$ cat config.mk
export PLATFORM = sky130hd
export DESIGN_NAME = imem_loader
export DESIGN_NICKNAME = d
export VERILOG_FILES = /design/src/rtl/imem_loader_pkg.sv /design/src/rtl/imem_loader_word_assembler.sv /design/src/rtl/imem_loader.sv
export SDC_FILE = /design/constraint.sdc
export NUM_CORES = 1
export LEC_CHECK = 0
export CAP_MARGIN = 20
export CORE_ASPECT_RATIO = 2
export CORE_MARGIN = 2
export CORE_UTILIZATION = 55
export CTS_CLUSTER_SIZE = 28
export DETAILED_ROUTE_END_ITERATION = 8
export PLACE_DENSITY = 0.79
export SKIP_CTS_REPAIR_TIMING = 1
export SYNTH_ARGS = -nofsm -noshare
export SYNTH_HDL_FRONTEND = slang
export SYNTH_SLANG_ARGS = --single-unit
$ cat constraint.sdc
create_clock -name clk -period 4.05 [get_ports clk]
set_input_delay 0.81 -clock clk [delete_from_list [all_inputs] [get_ports clk]]
set_output_delay 0.81 -clock clk [all_outputs]
set_load 0.02 [all_outputs]
$ cat src/rtl/imem_loader_pkg.sv
// Shared types and constants for the instruction-memory program loader.
package imem_loader_pkg;

  typedef enum logic [2:0] {
    IDLE   = 3'd0,
    HDR_HI = 3'd1,
    HDR_LO = 3'd2,
    DATA   = 3'd3,
    WRITE  = 3'd4,
    DONE   = 3'd5,
    ERR    = 3'd6
  } state_t;

  localparam int HDR_BYTES      = 2;
  localparam int BYTES_PER_WORD = 4;

  // States in which the loader accepts stream bytes.
  function automatic logic takes_bytes(input state_t s);
    return (s == HDR_HI) || (s == HDR_LO) || (s == DATA);
  endfunction

endpackage

$ cat src/rtl/imem_loader_word_assembler.sv
// Packs a big-endian byte stream into 32-bit words (first byte lands in [31:24]).
module imem_loader_word_assembler
  import imem_loader_pkg::*;
(
  input  logic        clk,
  input  logic        rst,
  input  logic        i_clear,
  input  logic        i_shift_en,
  input  logic [7:0]  i_byte,
  output logic [31:0] o_word_next,
  output logic        o_word_full
);

  localparam logic [1:0] LAST_BYTE = 2'(BYTES_PER_WORD - 1);

  logic [1:0]  r_byte_cnt;
  logic [31:0] r_word;

  // Byte counter wraps 3->0 so each word starts fresh without an explicit clear.
  always_ff @(posedge clk or posedge rst) begin
    if (rst) begin
      r_byte_cnt <= 2'd0;
      r_word     <= 32'd0;
    end else if (i_clear) begin
      r_byte_cnt <= 2'd0;
      r_word     <= 32'd0;
    end else if (i_shift_en) begin
      r_byte_cnt <= r_byte_cnt + 2'd1;
      r_word     <= o_word_next;
    end
  end

  assign o_word_next = {r_word[23:0], i_byte};
  // High while the next shifted byte completes the word.
  assign o_word_full = (r_byte_cnt == LAST_BYTE);

endmodule

$ cat src/rtl/imem_loader.sv
// Loads a counted byte-stream image into instruction memory and holds the core in reset until done.
module imem_loader
  import imem_loader_pkg::*;
#(
  parameter int ADDR_W = 9,
  parameter int DEPTH  = 512
) (
  input  logic              clk,
  input  logic              rst,
  input  logic              i_start,
  input  logic [7:0]        i_in_data,
  input  logic              i_in_valid,
  output logic              o_in_ready,
  output logic              o_mem_we,
  output logic [ADDR_W-1:0] o_mem_addr,
  output logic [31:0]       o_mem_wdata,
  output logic              o_cpu_rst,
  output logic              o_busy,
  output logic              o_done,
  output logic              o_error
);

  state_t      r_state, w_next_state;
  logic [15:0] r_count, r_word_cnt, w_hdr_count;
  logic        r_in_ready, r_mem_we, r_cpu_rst, r_busy, r_done, r_error;
  logic [31:0] r_mem_wdata;
  logic        w_xfer, w_start_ok, w_shift, w_word_full;
  logic [31:0] w_word_next;

  assign w_xfer      = i_in_valid & r_in_ready;
  assign w_start_ok  = i_start & ((r_state == IDLE) | (r_state == DONE) | (r_state == ERR));
  assign w_hdr_count = {r_count[15:8], i_in_data};

  imem_loader_word_assembler u_word_assembler (
    .clk         (clk),
    .rst         (rst),
    .i_clear     (w_start_ok),
    .i_shift_en  (w_shift),
    .i_byte      (i_in_data),
    .o_word_next (w_word_next),
    .o_word_full (w_word_full)
  );

  // State register.
  always_ff @(posedge clk or posedge rst) begin
    if (rst) begin
      r_state <= IDLE;
    end else begin
      r_state <= w_next_state;
    end
  end

  // Next-state decode and byte-shift enable.
  always_comb begin
    w_next_state = r_state;
    w_shift      = 1'b0;
    case (r_state)
      IDLE, DONE, ERR: begin
        if (w_start_ok) w_next_state = HDR_HI;
        else            w_next_state = r_state;
      end
      HDR_HI: begin
        if (w_xfer) w_next_state = HDR_LO;
        else        w_next_state = HDR_HI;
      end
      HDR_LO: begin
        if (!w_xfer)                                               w_next_state = HDR_LO;
        else if ((w_hdr_count == 16'd0) || (w_hdr_count > 16'(DEPTH))) w_next_state = ERR;
        else                                                       w_next_state = DATA;
      end
      DATA: begin
        if (w_xfer) begin
          w_shift = 1'b1;
          if (w_word_full) w_next_state = WRITE;
          else             w_next_state = DATA;
        end else begin
          w_next_state = DATA;
        end
      end
      WRITE: begin
        if ((r_word_cnt + 16'd1) == r_count) w_next_state = DONE;
        else                                 w_next_state = DATA;
      end
      default: w_next_state = IDLE;
    endcase
  end

  // Header capture, word counter and registered outputs derived from the next state.
  always_ff @(posedge clk or posedge rst) begin
    if (rst) begin
      r_count     <= 16'd0;
      r_word_cnt  <= 16'd0;
      r_in_ready  <= 1'b0;
      r_mem_we    <= 1'b0;
      r_mem_wdata <= 32'd0;
      r_cpu_rst   <= 1'b1;
      r_busy      <= 1'b0;
      r_done      <= 1'b0;
      r_error     <= 1'b0;
    end else begin
      if (w_start_ok)             r_word_cnt <= 16'd0;
      else if (r_state == WRITE)  r_word_cnt <= r_word_cnt + 16'd1;
      if ((r_state == HDR_HI) && w_xfer) r_count[15:8] <= i_in_data;
      if ((r_state == HDR_LO) && w_xfer) r_count[7:0]  <= i_in_data;
      if (w_next_state == WRITE)  r_mem_wdata <= w_word_next;
      r_in_ready <= takes_bytes(w_next_state);
      r_busy     <= takes_bytes(w_next_state) | (w_next_state == WRITE);
      r_mem_we   <= (w_next_state == WRITE);
      r_cpu_rst  <= (w_next_state != DONE);
      r_done     <= (w_next_state == DONE);
      r_error    <= (w_next_state == ERR);
    end
  end

  assign o_in_ready  = r_in_ready;
  assign o_mem_we    = r_mem_we;
  assign o_mem_addr  = r_word_cnt[ADDR_W-1:0];
  assign o_mem_wdata = r_mem_wdata;
  assign o_cpu_rst   = r_cpu_rst;
  assign o_busy      = r_busy;
  assign o_done      = r_done;
  assign o_error     = r_error;

endmodule
## After elaboration in Yosys (flattened, before gate mapping)

Index checks and enable logic that the tools add are counted.

| word-level totals | value |
|---|---|
| register bits after elaboration | 99 |
| bits of input ports | 12 |
| output and inout bits | 47 |
| word-level logic and storage cells | 62 |

| cells by class | value |
|---|---|
| add/sub/neg operators | 2 |
| $lt $le $gt $ge | 1 |
| eq/ne operators | 15 |
| mux-type cells | 16 |
| bitwise gates (word level) | 5 |
| reduce and logical (&&, ||, !) cells | 10 |

Operator list:

| kind | count |
|---|---|
| two-way mux 24 bit | 2 |
| two-way mux 16 bit | 2 |
| == test 3 bit, second input constant | 6 |
| two-way mux 3 bit | 6 |
| adder 16 x 1 -> 16 bit, second input constant | 1 |
| == test 16 bit | 1 |
| > comparator 16 x 10 -> 1 bit, second input constant | 1 |
| zero test 16 bit | 1 |
| one-hot mux 3 bit (5 select lines) | 1 |
| == test 3 x 2 -> 1 bit, second input constant | 4 |
| == test 3 x 1 -> 1 bit, second input constant | 2 |
| two-way mux 2 bit | 3 |
| nonzero test 2 bit | 2 |
| zero test 3 bit | 1 |
| logical OR 1 bit | 3 |
| inequality test 3 bit, second input constant | 1 |
| bitwise OR 1 bit | 3 |
| OR reduction 3 bit | 1 |
| adder 2 x 1 -> 2 bit, second input constant | 1 |
| bitwise AND 1 bit | 2 |
| == test 2 bit, second input constant | 1 |
| logical AND 1 bit | 2 |
| two-way mux 1 bit | 2 |

## Logic depth before layout (Yosys ltp)

| logic depth | value |
|---|---|
| depth in word-level cells | 10 |
| depth in mapped cells | 8 |
| gate-level depth less buffers | 7 |

## Hierarchy

A second synthesis with hierarchy kept.

| unflattened totals | value |
|---|---|
| cell total of the unflattened synthesis | 447 |
| area total of the unflattened synthesis | 5008.6 um^2 |

Modules (own cells, without submodules):

| module | times used | cells an instance | area each (um^2) | sequential area each (um^2) |
|---|---|---|---|---|
| imem_loader | 1 | 353 | 3857.4 | 1828.0 |
| imem_loader_word_assembler | 1 | 94 | 1151.1 | 650.6 |

## Least setup slack after synthesis

No wires, ideal clock.

| timing path | value |
|---|---|
| path type | input to register |
| start | input i_in_valid |
| end | register r_mem_wdata[13], in the netlist o_mem_wdata[13] |
| library setup time | 0.125 ns |
| data arrival time | 2.146 ns |
| required time | 3.925 ns |
| setup slack | 1.779 ns |
| cell stages on the path | 6 |
| path buffers | 1 |
| cell sequence | nand3_1 -> nor2_2 -> nand2_1 -> inv_2 -> buf_2 -> mux2_2 |

| on the way | value |
|---|---|
| word-level cells in the longest chain between the ends | 4 |
| elaborated cells between the ends (all ways) | 6 |
| classes of those cells | 1 x eq/ne; 4 x mux; 1 x bitwise |

RTL lines:

| element | line | text |
|---|---|---|
| from (decl) | imem_loader.sv:12 | `input logic i_in_valid,` |
| bitwise AND 1 bit * | imem_loader.sv:30 | `assign w_xfer = i_in_valid & r_in_ready;` |
| two-way mux 3 bit (tied with other cells) | imem_loader.sv:72 | `if (w_xfer) begin` |
| one-hot mux 3 bit (5 select lines) * | imem_loader.sv:57 | `case (r_state)` |
| == test 3 bit * | imem_loader.sv:105 | `if (w_next_state == WRITE) r_mem_wdata <= w_word_next;` |
| to (signal assigned) | imem_loader.sv:105 |  |
| to (decl) | imem_loader.sv:26 | `logic [31:0] r_mem_wdata;` |

Every way passes the cells marked *; elsewhere a longest branch is shown, timed or not.
A chain may end at the register's enable or synchronous reset.

## Worst setup path after layout

| timing path | value |
|---|---|
| start | input i_in_data[6] |
| end | register r_error, in the netlist o_error |

| on the way | value |
|---|---|
| word-level cells in the longest chain between the ends | 6 |
| elaborated cells between the ends (all ways) | 7 |
| classes of those cells | 1 x order compare; 1 x eq/ne; 3 x mux; 2 x reduce/logical |

RTL lines:

| element | line | text |
|---|---|---|
| from (decl) | imem_loader.sv:11 | `input logic [7:0] i_in_data,` |
| > comparator 16 x 10 -> 1 bit or zero test 16 bit (tied branches) | imem_loader.sv:68 | `else if ((w_hdr_count == 16'd0) \|\| (w_hdr_count > 16'(DEPTH))) w_next_state = ERR;` |
| logical OR 1 bit * | imem_loader.sv:68 |  |
| two-way mux 3 bit * | imem_loader.sv:68 |  |
| two-way mux 3 bit * | imem_loader.sv:67 | `if (!w_xfer) w_next_state = HDR_LO;` |
| one-hot mux 3 bit (5 select lines) * | imem_loader.sv:57 |  |
| named net w_next_state[0] | imem_loader.sv:23 | `state_t r_state, w_next_state;` |
| == test 3 bit * | imem_loader.sv:111 | `r_error <= (w_next_state == ERR);` |
| to (signal assigned) | imem_loader.sv:111 |  |
| to (decl) | imem_loader.sv:25 | `logic r_in_ready, r_mem_we, r_cpu_rst, r_busy, r_done, r_error;` |

Mark *: on every way through the listed nets, which the timed path passes. The rest lies on a longest branch.

==> impl_metrics.csv <==
group,metric,value,unit
status,status,"complete, no violations",
floorplan,dieArea,9490,um2
grt,grt_start_max_net_pins,63,
synth,synth.most_common_cell,"dfrtp_1",
worst_setup_path,start_kind,"primary input",
worst_setup_path,path_cells,"clkdlybuf4s50_1 -> nor4_1 -> and4_1 -> o21ai_0 -> o41ai_2 -> nand2b_1 -> o21ba_2",
clock_network,htreeDepth,3,
cells_and_area,seq_area,2480,um2
grt,grt_overflow_total,0,
cells_and_area,num_antenna_cells,0,
grt,grt_pass1_wl,18900,um
placement,globalplace.congestion,0.959,
synth,syn-cell-area,4770,um2
timing,fin_setup_tns,0,ps
worst_setup_path,cp.required,4290,ps
detailed_routing,drc_errors,0,
placement,numPlacedInstances,590,
pwr,swShare,34.9,%
synth,synth.avg_cell_area,10.3,um2
detailed_routing,via_count,3677,
worst_hold_path,hold_path_class,"register to register",
clock_network,clkTransAtPathRegs,60,ps
clock_network,cts_max_path_buffers,2,
grt,grtUsageMet3,5.28,%
synth,synth_enable_flop_cells,0,
cells_and_area,fin_cells,605,
detailed_routing,drt-pass1-iter-count,4,
timing,relSlewSlack,37.9,%
worst_setup_path,critPathKind,"primary input to register",
pwr,combPwrFrac,32.0,%
placement,port_buffers,58,
placement,post_dp_cell_area,5340,um2
grt,grtUsageMet2,45.5,%
synth,synth_seq_area_share,51.9,%
floorplan,ios,59,
clock_network,clkSinkCount,99,
synth,yosysTopAreaCell,"dfrtp_1",
detailed_routing,wirelength,11300,um
timing,hold-worst-slack,489,ps
synth,synth_top_area_share,51.4,%
pwr,power_leakage,2.52,nW
worst_setup_path,crit_path_top_delay_cell,"clkdlybuf4s50_1",
pwr,ir_worst_vdd,428,uV
synth,ys_top_cells_by_area,"dfrtp_1 (51%), mux2_2 (9.4%), nand2_1 (7.3%)",
cells_and_area,multiInputGateArea,2070,um2
synth,syn_nets,477,
synth,yosys-top-cells-count,"dfrtp_1 (98), nand2_1 (93), mux2_2 (40)",
detailed_routing,drtIter0Drc,356,
timing,slew_violations,0,
cells_and_area,fin_nets,515,
synth,synthFlopType,"dfrtp_1",
synth,synth.yosys.warnings,0,
cells_and_area,area_growth,18.2,%
job,maxCapViolCount,0,
worst_setup_path,arrival,3070,ps
clock_network,clockRootBuffer,"clkbuf_16",
floorplan,die_x,69.9,um
cells_and_area,drive_gt1_share,15.4,%
timing,hold_viol,0,
floorplan,fp.dieH,136,um
grt,grt_busiest_layer,"met2",
worst_setup_path,crit_path_end_kind,"register",
timing,finalSetupViolCount,0,
cells_and_area,stdcell_area,5640,um2
cells_and_area,utilization,66.1,%
pwr,pwr-share-seq,43.4,%
detailed_routing,wl_per_cell,18.7,um
timing,finalCriticalPeriod,2830,ps
grt,antenna_found_initial,0,
pwr,switchingPower,1.23,mW
synth,synth_cell_types,59,
grt,track_usage,25.4,%
timing,clock.fmax,0.353,GHz
clock_network,clkLatencyLatePin,350,ps
grt,grtUsageMet1,27.1,%
cells_and_area,fill_cells,682,
placement,dp_hpwl,8000,um
pwr,clkPwrFrac,24.5,%
floorplan,coreArea,8530,um2
floorplan,num_rows,48,
timing,period_share,70.0,%
timing,rsz0062_at_grt,"false",
pwr,powerDensity,626,nW/um2
floorplan,start_util,56.0,%
clock_network,numCtsBuffers,9,
timing,clock_skew,5.57,ps
synth,syn_inst,463,
pwr,p_int,2.30,mW
worst_setup_path,crit_fanout,5,
timing,worst_slew_pin_slew,928,ps
synth,async_flop_share,100,%
grt,grt_pass1_vias,3811,
worst_setup_path,critPathMaxStageDelay,540,ps
detailed_routing,viasPerCell,6.08,
clock_network,cts_tree,"yes",
synth,ys_seq_elements,99,
detailed_routing,ant_nets,0,
state kept, by name, indices dropped and copies added (netlist names):
signal and flops:
o_mem_wdata 32, o_error 1, u_word_assembler.r_word 24, r_count 16, o_done 1, o_in_ready 1
u_word_assembler.r_byte_cnt 2, o_busy 1, o_mem_we 1, r_state 3, r_word_cnt 16, o_cpu_rst 1
layout make-up:
type / instances / share of cell area [%]
sequential: 99 / 43.9
multi-input combinational: 317 / 36.7
timing repair buffer: 64 / 11.1
clock buffer: 10 / 4.24
tap: 100 / 2.22
clock inverter: 5 / 1.11
inverter: 10 / 0.710
critical path: cells and delay by family:
family / cells / cell delay, ps
buffers and inverters: 1 / 540
and+or+nand+nor: 3 / 880
AOI/OAI and AO/OA: 3 / 840
per-layer routing:
| metal | part of all wire [%] | wire (um) |
|---|---|---|
| met1 | 36 | 4110 |
| met5 | 0 | 0 |
| met4 | 4.6 | 518 |
| met2 | 55 | 6260 |
| met3 | 3.5 | 396 |
power groups by stage:
stage	registers [mW]	logic [mW]	clock network, mW
3_5_place_dp	1.54	1.12	0
4_1_cts	1.53	1.14	0.878
2_1_floorplan	1.53	0.733	0
5_1_grt	1.57	1.22	0.922
3_3_place_gp	1.53	1.08	0
6_report	1.53	1.13	0.867
logic make-up after synthesis:
kind of cell	count (synthesis)	synth area share [%]
simple gates	160	16.9
flops	99	51.9
compound gates	90	11.9
buf+inv	47	4.72
mux	42	9.86
xor+xnor	23	4.22
fa+ha+maj	2	0.524
cell usage in the layout, fill, tap and decap left out, types with 2 or more instances in the layout:
| master | instances |
|---|---|
| nor4_4 | 2 |
| a21oi_1 | 31 |
| nor3_1 | 5 |
| mux2_2 | 40 |
| o21ai_0 | 27 |
| nand3_1 | 7 |
| and2_1 | 2 |
| nand3b_1 | 4 |
| dfrtp_1 | 98 |
| and3_1 | 2 |
| or3_1 | 2 |
| clkdlybuf4s50_1 | 58 |
| o22ai_1 | 3 |
| o2111ai_1 | 2 |
| buf_4 | 6 |
| nand2b_1 | 4 |
| clkinvlp_4 | 2 |
| nor3b_1 | 2 |
| and4_1 | 3 |
| xnor2_1 | 11 |
| mux2i_1 | 2 |
| or2_2 | 3 |
| nor2_1 | 13 |
| inv_1 | 8 |
| nor4_1 | 3 |
| o31ai_1 | 9 |
| clkbuf_16 | 9 |
| nand4_1 | 4 |
| nand2_1 | 93 |
| ha_1 | 2 |
| xor2_1 | 12 |
| a31oi_1 | 2 |
| or4_1 | 3 |
| a211oi_1 | 2 |
per-stage QoR:
step / power (mW) / worst slack [ps]
floorplan: 2.27 / 651
finish: 3.53 / 1220
CTS: 3.54 / 1220
global placement: 2.61 / 909
detailed placement: 2.66 / 864
global route: 3.71 / 1020
path summary, 6_finish.rpt:
path	startpoint	cells past startpoint	slack, ps	endpoint
setup / recovery	i_in_data[6]	7	1220	o_error$_DFF_PP0_
setup reg to reg	r_word_cnt[0]$_DFFE_PP0P_	7	1240	o_busy$_DFF_PP0_
hold reg to reg	o_mem_wdata[2]$_DFFE_PP0P_	2	490	o_mem_wdata[2]$_DFFE_PP0P_
min in group asynchronous	rst	2	940	o_mem_wdata[28]$_DFFE_PP0P_
max in group asynchronous	rst	3	2300	o_cpu_rst$_DFF_PP1_
hold / removal	o_mem_wdata[2]$_DFFE_PP0P_	2	490	o_mem_wdata[2]$_DFFE_PP0P_
Note: power is estimated with default switching activity, not from simulation.
==> patch: new RTL, same settings <==
Encoding of `state_t`: now Gray code (3 bits for 7 states).
--- a/src/rtl/imem_loader_pkg.sv
+++ b/src/rtl/imem_loader_pkg.sv
@@ -2,13 +2,13 @@
 package imem_loader_pkg;
 
   typedef enum logic [2:0] {
-    IDLE   = 3'd0,
-    HDR_HI = 3'd1,
-    HDR_LO = 3'd2,
-    DATA   = 3'd3,
-    WRITE  = 3'd4,
-    DONE   = 3'd5,
-    ERR    = 3'd6
+    IDLE   = 3'b000,
+    HDR_HI = 3'b001,
+    HDR_LO = 3'b011,
+    DATA   = 3'b010,
+    WRITE  = 3'b110,
+    DONE   = 3'b111,
+    ERR    = 3'b101
   } state_t;
 
   localparam int HDR_BYTES      = 2;
Formal check against the unedited RTL: no difference found for any inputs over 10 cycles, from zero or initial values and one cycle with rst high; not proved beyond that.
==> patch against the unedited design <==
Power shrank 22%. Register-to-register slack worse by 0.19 ns. Setup slack worse by 0.17 ns. Sequential cell count stayed put. Area after synthesis shrank 2.4%. Routed wire length is 6.8% lower. Final area is 1.5% lower. Via count shrank 6.0%. Highest routed layer unchanged.
==> patch: results (changes against the unedited design) <==
| Metric | Value |
|---|---|
| Outcome | `complete, no violations` |
| R2r endpoint | `o_cpu_rst` |
| Sequential share of the synthesized area | `53.2% (+1.3 points)` |
| Share of layout cells above drive strength 1 | `16.6% (+1.2 points)` |
| Non-filler cells, final | `585 (-3.3%)` |
| Combinational power | `595 uW (-47%)` |
| Peak VDD IR | `0.407 mV (-5.0%)` |
| GPL Wtd Cong | `0.957 (-0.22%)` |
| Leakage | `0.00238 uW (-5.5%)` |
| Logic pwr share | `21.6% (-10 points)` |
| HPWL Detailed | `7580 um (-5.3%)` |
| Min-Delay Path Depth | `1 (-1)` |
| Count of cell types in the netlist | `51 (-14%)` |
| Initial antenna violation count | `0 (unchanged)` |
| Hold Path Origin | `o_mem_wdata[9]` |
| Setup WS pre-CTS | `1.05 ns (+0.181 ns)` |
| Mux share of post-synthesis cell area | `11.8% (+2.0 points)` |
| Syn Area/Cell | `10.5 um2 (+2.2%)` |
| Sw Share | `29.5% (-5.4 points)` |
| CP Max Fanout | `8 (+3)` |
| Syn_nets | `456 (-4.4%)` |
| Global Route Usage Sum | `23.8% (-1.5 points)` |
| Nets | `497 (-3.5%)` |
| Slowest Stage Delay on Critical Path | `0.68 ns (+0.14 ns)` |
| Post-synth top cells | `dfrtp_1, nand2_1, mux2_2` |
| CP max stage cell | `nor3_1` |
| Measured slew at the worst slew-check pin | `0.852 ns (-0.0762 ns)` |
| Synth top area cells | `dfrtp_1, mux2_2, nand2_1` |
| Largest net degree at the start of global routing | `73 (+16%)` |
| Worst setup path category | `reg -> reg` |
| Antenna fix cells | `0 (unchanged)` |
| Vias | `3456 (-6.0%)` |
| Post-place instance area | `5240 um2 (-1.8%)` |
| First-pass GRT wire length | `17400 um (-7.6%)` |
| Final WL | `10500 um (-6.8%)` |
| Clock skew | `0.00920 ns (+0.00362 ns)` |
| P_clk | `914 uW (+5.4%)` |
## patch: cell types whose count changed after synthesis, moves of 4 or more
cell,before,now
nand2_1,93,72
mux2_2,40,48
o31ai_1,9,1
xor2_1,12,7
nor2b_1,1,5
## patch: area by class of cell
class / instances / area, um2
Tap cell: 98 / 123
Multi-Input combinational cell: 301 / 1970
Inverter: 8 / 32.5
Timing Repair Buffer: 64 / 638
Sequential cell: 99 / 2480
Clock buffer: 10 / 229
Clock inverter: 5 / 85.1
Fill cell: 633 / 2680
## patch: how the worst min path moves through the flow
stage          slack [ns]               to
3_3_place_gp         0.49  o_mem_wdata[27]
6_report             0.51   o_mem_wdata[9]
3_5_place_dp         0.49  o_mem_wdata[24]
5_1_grt              0.53  o_mem_wdata[24]
4_1_cts              0.51  o_mem_wdata[24]
2_1_floorplan        0.47   r_word_cnt[15]
## patch: metal layers
layer	up-vias	part of all wire, %	track usage, %
met5	-	0	0
met4	0	2.8	11.0
met3	21	3.1	4.28
met2	80	58	44.5
met1	1736	36	25.6
li1	1619	-	-
